<file path="config.mk">
export PLATFORM = sky130hd
export DESIGN_NAME = fetch_unit
export DESIGN_NICKNAME = d
export VERILOG_FILES = /design/src/rtl/riscv_pkg.sv /design/src/rtl/fetch_slot.sv /design/src/rtl/fetch_unit.sv
export SDC_FILE = /design/constraint.sdc
export NUM_CORES = 1
export LEC_CHECK = 0
export CORE_MARGIN = 3
export CORE_UTILIZATION = 40
export DETAILED_ROUTE_END_ITERATION = 6
export PLACE_DENSITY = 0.69
export SLEW_MARGIN = 20
export SYNTH_ARGS = -nofsm -noshare
export SYNTH_HDL_FRONTEND = slang
export SYNTH_SLANG_ARGS = --single-unit
</file>
<file path="constraint.sdc">
create_clock -name Clk -period 2.1 [get_ports Clk]
set_input_delay 0.21 -clock Clk [delete_from_list [all_inputs] [get_ports Clk]]
set_output_delay 0.21 -clock Clk [all_outputs]
set_load 0.02 [all_outputs]
</file>
<file path="src/rtl/riscv_pkg.sv">
`default_nettype none
// ============================================================================
// Module   : riscv_pkg
// Brief    : Shared constants and fetch-state encoding for the fetch stage.
// Revision : 1.0
// ============================================================================
package riscv_pkg;

    localparam int          XLEN             = 32;
    localparam logic [31:0] NOP_INSTR        = 32'h0000_0013;
    localparam logic [31:0] RESET_PC_DEFAULT = 32'h0000_0000;

    // IDLE: nothing in flight; WAIT: response owed; WAIT_KILL: owed response is stale
    typedef enum logic [1:0] {
        IDLE      = 2'd0,
        WAIT      = 2'd1,
        WAIT_KILL = 2'd2
    } fetch_state_t;

endpackage
`default_nettype wire

</file>
<file path="src/rtl/fetch_slot.sv">
`default_nettype none
// ============================================================================
// Module   : fetch_slot
// Brief    : Single fetched-instruction slot feeding IF/ID; NOP when empty.
// Revision : 1.0
// ============================================================================
module fetch_slot #(
    parameter int XLEN = riscv_pkg::XLEN
) (
    input  logic            Clk,
    input  logic            Rst,
    input  logic            flush,
    input  logic            fill,
    input  logic            consume,
    input  logic [XLEN-1:0] fill_inst,
    input  logic [XLEN-1:0] fill_pc,
    output logic            slot_valid,
    output logic [XLEN-1:0] inst,
    output logic [XLEN-1:0] pc,
    output logic [XLEN-1:0] pc4
);
    import riscv_pkg::*;

    logic [XLEN-1:0] inst_q;

    // A fill on the consume edge replaces the departing entry, so fill wins.
    always_ff @(posedge Clk) begin
        if (Rst) begin
            slot_valid <= 1'b0;
            inst_q     <= '0;
            pc         <= '0;
            pc4        <= '0;
        end else if (flush) begin
            slot_valid <= 1'b0;
        end else if (fill) begin
            slot_valid <= 1'b1;
            inst_q     <= fill_inst;
            pc         <= fill_pc;
            pc4        <= fill_pc + XLEN'(4);
        end else if (slot_valid && consume) begin
            slot_valid <= 1'b0;
        end
    end

    assign inst = slot_valid ? inst_q : XLEN'(NOP_INSTR);

endmodule
`default_nettype wire

</file>
<file path="src/rtl/fetch_unit.sv">
`default_nettype none
// ============================================================================
// Module   : fetch_unit
// Brief    : Fetch PC, single-outstanding imem handshake, redirect/kill control.
// Revision : 1.0
// ============================================================================
module fetch_unit #(
    parameter int              XLEN     = riscv_pkg::XLEN,
    parameter logic [XLEN-1:0] RESET_PC = XLEN'(riscv_pkg::RESET_PC_DEFAULT)
) (
    input  logic            Clk,
    input  logic            Rst,
    input  logic            StallF,
    input  logic            PCSrcE,
    input  logic [XLEN-1:0] PCTargetE,
    output logic            imem_req,
    output logic [XLEN-1:0] imem_addr,
    input  logic            imem_gnt,
    input  logic            imem_rvalid,
    input  logic [XLEN-1:0] imem_rdata,
    output logic [XLEN-1:0] inst,
    output logic [XLEN-1:0] pc,
    output logic [XLEN-1:0] pc4,
    output logic            fetch_valid
);
    import riscv_pkg::*;

    fetch_state_t    state;
    fetch_state_t    state_next;
    logic [XLEN-1:0] pcf;
    logic [XLEN-1:0] req_pc;
    logic            outstanding;
    logic            kill;
    logic            grant;
    logic            resp;
    logic            fill;
    logic            slot_valid;

    assign outstanding = (state != IDLE);
    assign kill        = (state == WAIT_KILL);

    assign imem_req  = ~Rst & ~PCSrcE & ~outstanding & (~slot_valid | ~StallF);
    assign imem_addr = pcf;
    assign grant     = imem_req & imem_gnt;
    assign resp      = outstanding & imem_rvalid;
    // A response landing with a redirect is already on the wrong path.
    assign fill      = resp & ~kill & ~PCSrcE;

    always_comb begin
        state_next = state;
        case (state)
            IDLE:      if (grant) state_next = WAIT;
            WAIT: begin
                if (resp)        state_next = IDLE;
                else if (PCSrcE) state_next = WAIT_KILL;
            end
            WAIT_KILL: if (resp) state_next = IDLE;
            default:   state_next = IDLE;
        endcase
    end

    always_ff @(posedge Clk) begin
        if (Rst) begin
            state  <= IDLE;
            pcf    <= RESET_PC;
            req_pc <= '0;
        end else begin
            state <= state_next;
            if (PCSrcE) begin
                pcf <= {PCTargetE[XLEN-1:2], 2'b00};
            end else if (grant) begin
                pcf <= pcf + XLEN'(4);
            end
            if (grant) begin
                req_pc <= pcf;
            end
        end
    end

    fetch_slot #(
        .XLEN (XLEN)
    ) u_slot (
        .Clk        (Clk),
        .Rst        (Rst),
        .flush      (PCSrcE),
        .fill       (fill),
        .consume    (~StallF),
        .fill_inst  (imem_rdata),
        .fill_pc    (req_pc),
        .slot_valid (slot_valid),
        .inst       (inst),
        .pc         (pc),
        .pc4        (pc4)
    );

    assign fetch_valid = slot_valid;

endmodule
`default_nettype wire
</file>
==> impl_metrics.py <==
metrics = {
    "worst_setup_path": {
        "cp_data_required_time_ns": 1.89,
        "worst_r2r_path_depth": 5,
        "critPathCaptureType": "primary output",
        "regToRegSetupSlack_ns": 0.18,
        "reg2reg_to": "imem_addr[21]$_SDFFE_PP0P_",
        "path_type_of_the_worst_setup_path": "flip-flop to primary output",
        "regToRegStartpoint": "imem_addr[10]$_SDFFE_PP0P_",
        "critPathLaunchType": "flip-flop",
        "worstPathMaxFanout": 33,
        "arrival_ns": 1.80,
    },
    "global_route": {
        "grt_antenna_before_repair": 0,
        "global_route.usage.total": 0.214,
        "grt_remaining_overflow": 0,
        "grt_max_degree": 116,
        "grt_pass1_wl_um": 34500,
        "vias_in_the_first_global_route": 6700,
    },
    "route": {
        "dr_total_vias": 7151,
        "post_route_wl_um": 21000,
        "wire_per_inst_um": 15.6,
        "drt_iter0_drc": 490,
        "dr_vias_cell": 5.30,
        "postRouteAntennaNets": 0,
        "drcViolationCount": 0,
        "detailedRoute.firstPassIterationCount": 5,
    },
    "pwr": {
        "total_power_of_the_final_layout_mw": 6.81,
        "pwr_density_cell_nw_per_um2": 669,
        "p_clk_frac": 0.445,
        "intPower_mw": 5.19,
        "p_switching_mw": 1.62,
        "vdd_drop_max_uv": 632,
        "seq_power_share": 0.451,
        "static-leakage-power_nw": 3.67,
        "power.share.combinational": 0.104,
        "power.switching_fraction": 0.238,
    },
    "cts": {
        "tritoncts_clock_tree": "built",
        "clkSinkCount": 155,
        "post-cts-setup-buffers": 0,
        "cts-hold-fix-buffers": 0,
        "tritoncts.num_buffers": 17,
        "cts_max_level": 4,
        "cts-root-to-sink-buffers": 2,
        "clock_latency_ns": 0.42,
        "cts_root_buffer": "sky130_fd_sc_hd__clkbuf_16",
        "worst_setup_hold_path_clk_slew_ns": 0.06,
    },
    "place": {
        "place_congestion": 0.961,
        "dpl_cell_area_um2": 9570,
        "setup_ws_pre_cts_ns": -0.0449,
        "buffer_ports.inserted": 191,
        "post-dp-hpwl_um": 15100,
    },
    "worst_hold_path": {
        "hold_start": "Rst",
        "worst_hold_path_type": "input port to flip-flop",
        "hold_depth": 2,
        "hold_path_end": "u_slot.inst_q[17]$_SDFFE_PP0P_",
    },
    "sta": {
        "unrepaired_setup_endpoints_after_global_routing": "no",
        "hold_viol": 0,
        "timing.slew.headroom": 0.665,
        "timing_max_transition_violations_final": 0,
        "postLayoutSetupSlackWorst_ns": 0.0886,
        "fin_crit_period_ns": 2.01,
        "max_freq_mhz": 497,
        "final_tns_setup_ns": 0,
        "final_min_period_over_clock_period": 0.958,
        "fin_skew_ns": 0.00846,
        "setup_viol": 0,
        "tightest_slew_ns": 0.502,
    },
    "synthesis": {
        "post_synth_instance_area_um2": 7060,
        "yosys_warnings": 0,
        "synth.yosys.seq_area_share": 0.440,
        "synth_async_sr_flop_share": 0,
        "synth_cell_types": 54,
        "synth_top_flop_cell": "sky130_fd_sc_hd__dfxtp_1",
        "instance_count_of_the_mapped_netlist": 904,
        "synth_enable_flop_cells": 0,
        "yosys_register_bits": 155,
        "post_synthesis_mean_instance_area_um2": 7.80,
    },
    "layout": {
        "final_util": 0.601,
        "nets": 1189,
        "layout.cells.most_common_list": "sky130_fd_sc_hd__nand2_1 (216), sky130_fd_sc_hd__clkdlybuf4s50_1 (183), sky130_fd_sc_hd__dfxtp_1 (155)",
        "insertedDiodeCount": 0,
        "design_area_um2": 10200,
        "drive_above_1_share": 0.108,
        "fillers": 1565,
        "multi_input_comb_area_um2": 3590,
        "layout.cells.most_common": "sky130_fd_sc_hd__nand2_1",
        "seq_area_um2": 3100,
        "syn2layout_area_growth_pct": 44.3,
    },
    "floorplan": {
        "core_um2": 16900,
        "chipWidth_um": 139,
        "num_rows": 47,
        "starting_density": 0.417,
        "floorplan.die.height_um": 139,
        "io-pin-count": 200,
        "die_area_um2": 19300,
    },
    "flow_run": {
        "maxCapViolCount": 0,
    },
    "outcome": {
        "run_status": "completed",
    },
}
power by group through the flow:
stage / logic (mW) / registers [mW] / clock network (mW)
6_report: 0.711 / 3.07 / 3.03
3_5_place_dp: 0.706 / 3.13 / 0
3_3_place_gp: 0.705 / 3.13 / 0
2_1_floorplan: 0.258 / 3.19 / 0
4_1_cts: 0.711 / 3.07 / 3.08
5_1_grt: 0.767 / 3.08 / 3.20
cell usage after synthesis (10+ instances only):
| library cell | count | area [um^2] |
|---|---|---|
| sky130_fd_sc_hd__a211oi_1 | 23 | 173 |
| sky130_fd_sc_hd__a21oi_1 | 97 | 485 |
| sky130_fd_sc_hd__a311oi_1 | 13 | 114 |
| sky130_fd_sc_hd__a31oi_1 | 10 | 62.6 |
| sky130_fd_sc_hd__and2_1 | 36 | 225 |
| sky130_fd_sc_hd__and4_1 | 10 | 87.6 |
| sky130_fd_sc_hd__buf_2 | 13 | 65.1 |
| sky130_fd_sc_hd__clkbuf_1 | 53 | 199 |
| sky130_fd_sc_hd__dfxtp_1 | 155 | 3100 |
| sky130_fd_sc_hd__nand2_1 | 216 | 811 |
| sky130_fd_sc_hd__nand3_1 | 24 | 120 |
| sky130_fd_sc_hd__nand4_1 | 22 | 138 |
| sky130_fd_sc_hd__nor2_1 | 52 | 195 |
| sky130_fd_sc_hd__nor3_1 | 18 | 90.1 |
| sky130_fd_sc_hd__nor4_1 | 13 | 81.3 |
| sky130_fd_sc_hd__o21ai_0 | 18 | 90.1 |
| sky130_fd_sc_hd__or3_1 | 10 | 62.6 |
| sky130_fd_sc_hd__or4_1 | 10 | 75.1 |
| sky130_fd_sc_hd__xor2_1 | 11 | 96.3 |
state kept, by name, indices dropped and copies added, names as in the netlist:
| register | flops |
|---|---|
| imem_addr | 30 |
| req_pc | 30 |
| state | 2 |
| u_slot.inst_q | 32 |
| u_slot.pc | 30 |
| u_slot.pc4 | 30 |
| u_slot.slot_valid | 1 |
metal layers:
metal | track usage | part of all wire
met1 | 0.310 | 0.49
met2 | 0.324 | 0.44
met3 | 0.0414 | 0.062
met4 | 0.0618 | 0.011
met5 | 0 | 0
what timing repair did:
action	4_1_cts	5_1_grt
endpoints found under the setup margin	29	30
gates resized for setup	1	9
endpoints found under the hold margin	0	0
worst max-delay path, stage by stage, from the launching register on:
cell and delay [ns]:
sky130_fd_sc_hd__dfxtp_1 0.43, sky130_fd_sc_hd__buf_12 0.20, sky130_fd_sc_hd__and2_1 0.14, sky130_fd_sc_hd__clkdlybuf4s50_1 0.61
final cells by class:
| cell class | instances | share of cell area |
|---|---|---|
| well taps | 220 | 0.0270 |
| flip-flops and latches | 155 | 0.305 |
| repair buffers | 271 | 0.256 |
| clock inverters | 11 | 0.0118 |
| multi-input cells | 665 | 0.353 |
| inverters | 7 | 0.00258 |
| clock buffers | 20 | 0.0458 |
logic make-up (layout without fill, tap and decap cells):
family          after synthesis  in the layout  share of synthesized area
compound gates              199            199                      0.177
fa+ha+maj                     2              2                    0.00355
mux                           3              3                    0.00426
buf+inv                      89            309                     0.0546
flops                       155            155                      0.440
other cells                   1              6                   0.000531
xor+xnor                     17             17                     0.0211
simple gates                438            438                      0.299
per-stage QoR:
| step | cells | hold slack [ns] |
|---|---|---|
| global placement | 1318 | 0.438 |
| CTS | 1349 | 0.101 |
| floorplan | 909 | 0.289 |
| global route | 1349 | 0.121 |
| finish | 1349 | 0.116 |
| detailed placement | 1318 | 0.442 |
worst max path at each step:
stage / startpoint / endpoint / slack (ns) / depth (start not counted)
floorplan: imem_addr[2]$_SDFFE_PP0P_ / imem_addr[30]$_SDFFE_PP0P_ / 0.20 / 6
global placement: StallF / imem_addr[2]$_SDFFE_PP0P_ / -0.03 / 8
detailed placement: StallF / imem_addr[11]$_SDFFE_PP0P_ / -0.04 / 7
CTS: StallF / imem_req / 0.008 / 5
global route: u_slot.slot_valid$_SDFFE_PP0P_ / inst[10] / 0.0005 / 3
finish: u_slot.slot_valid$_SDFFE_PP0P_ / inst[13] / 0.09 / 3
Note: power is estimated with default switching activity, not from simulation.
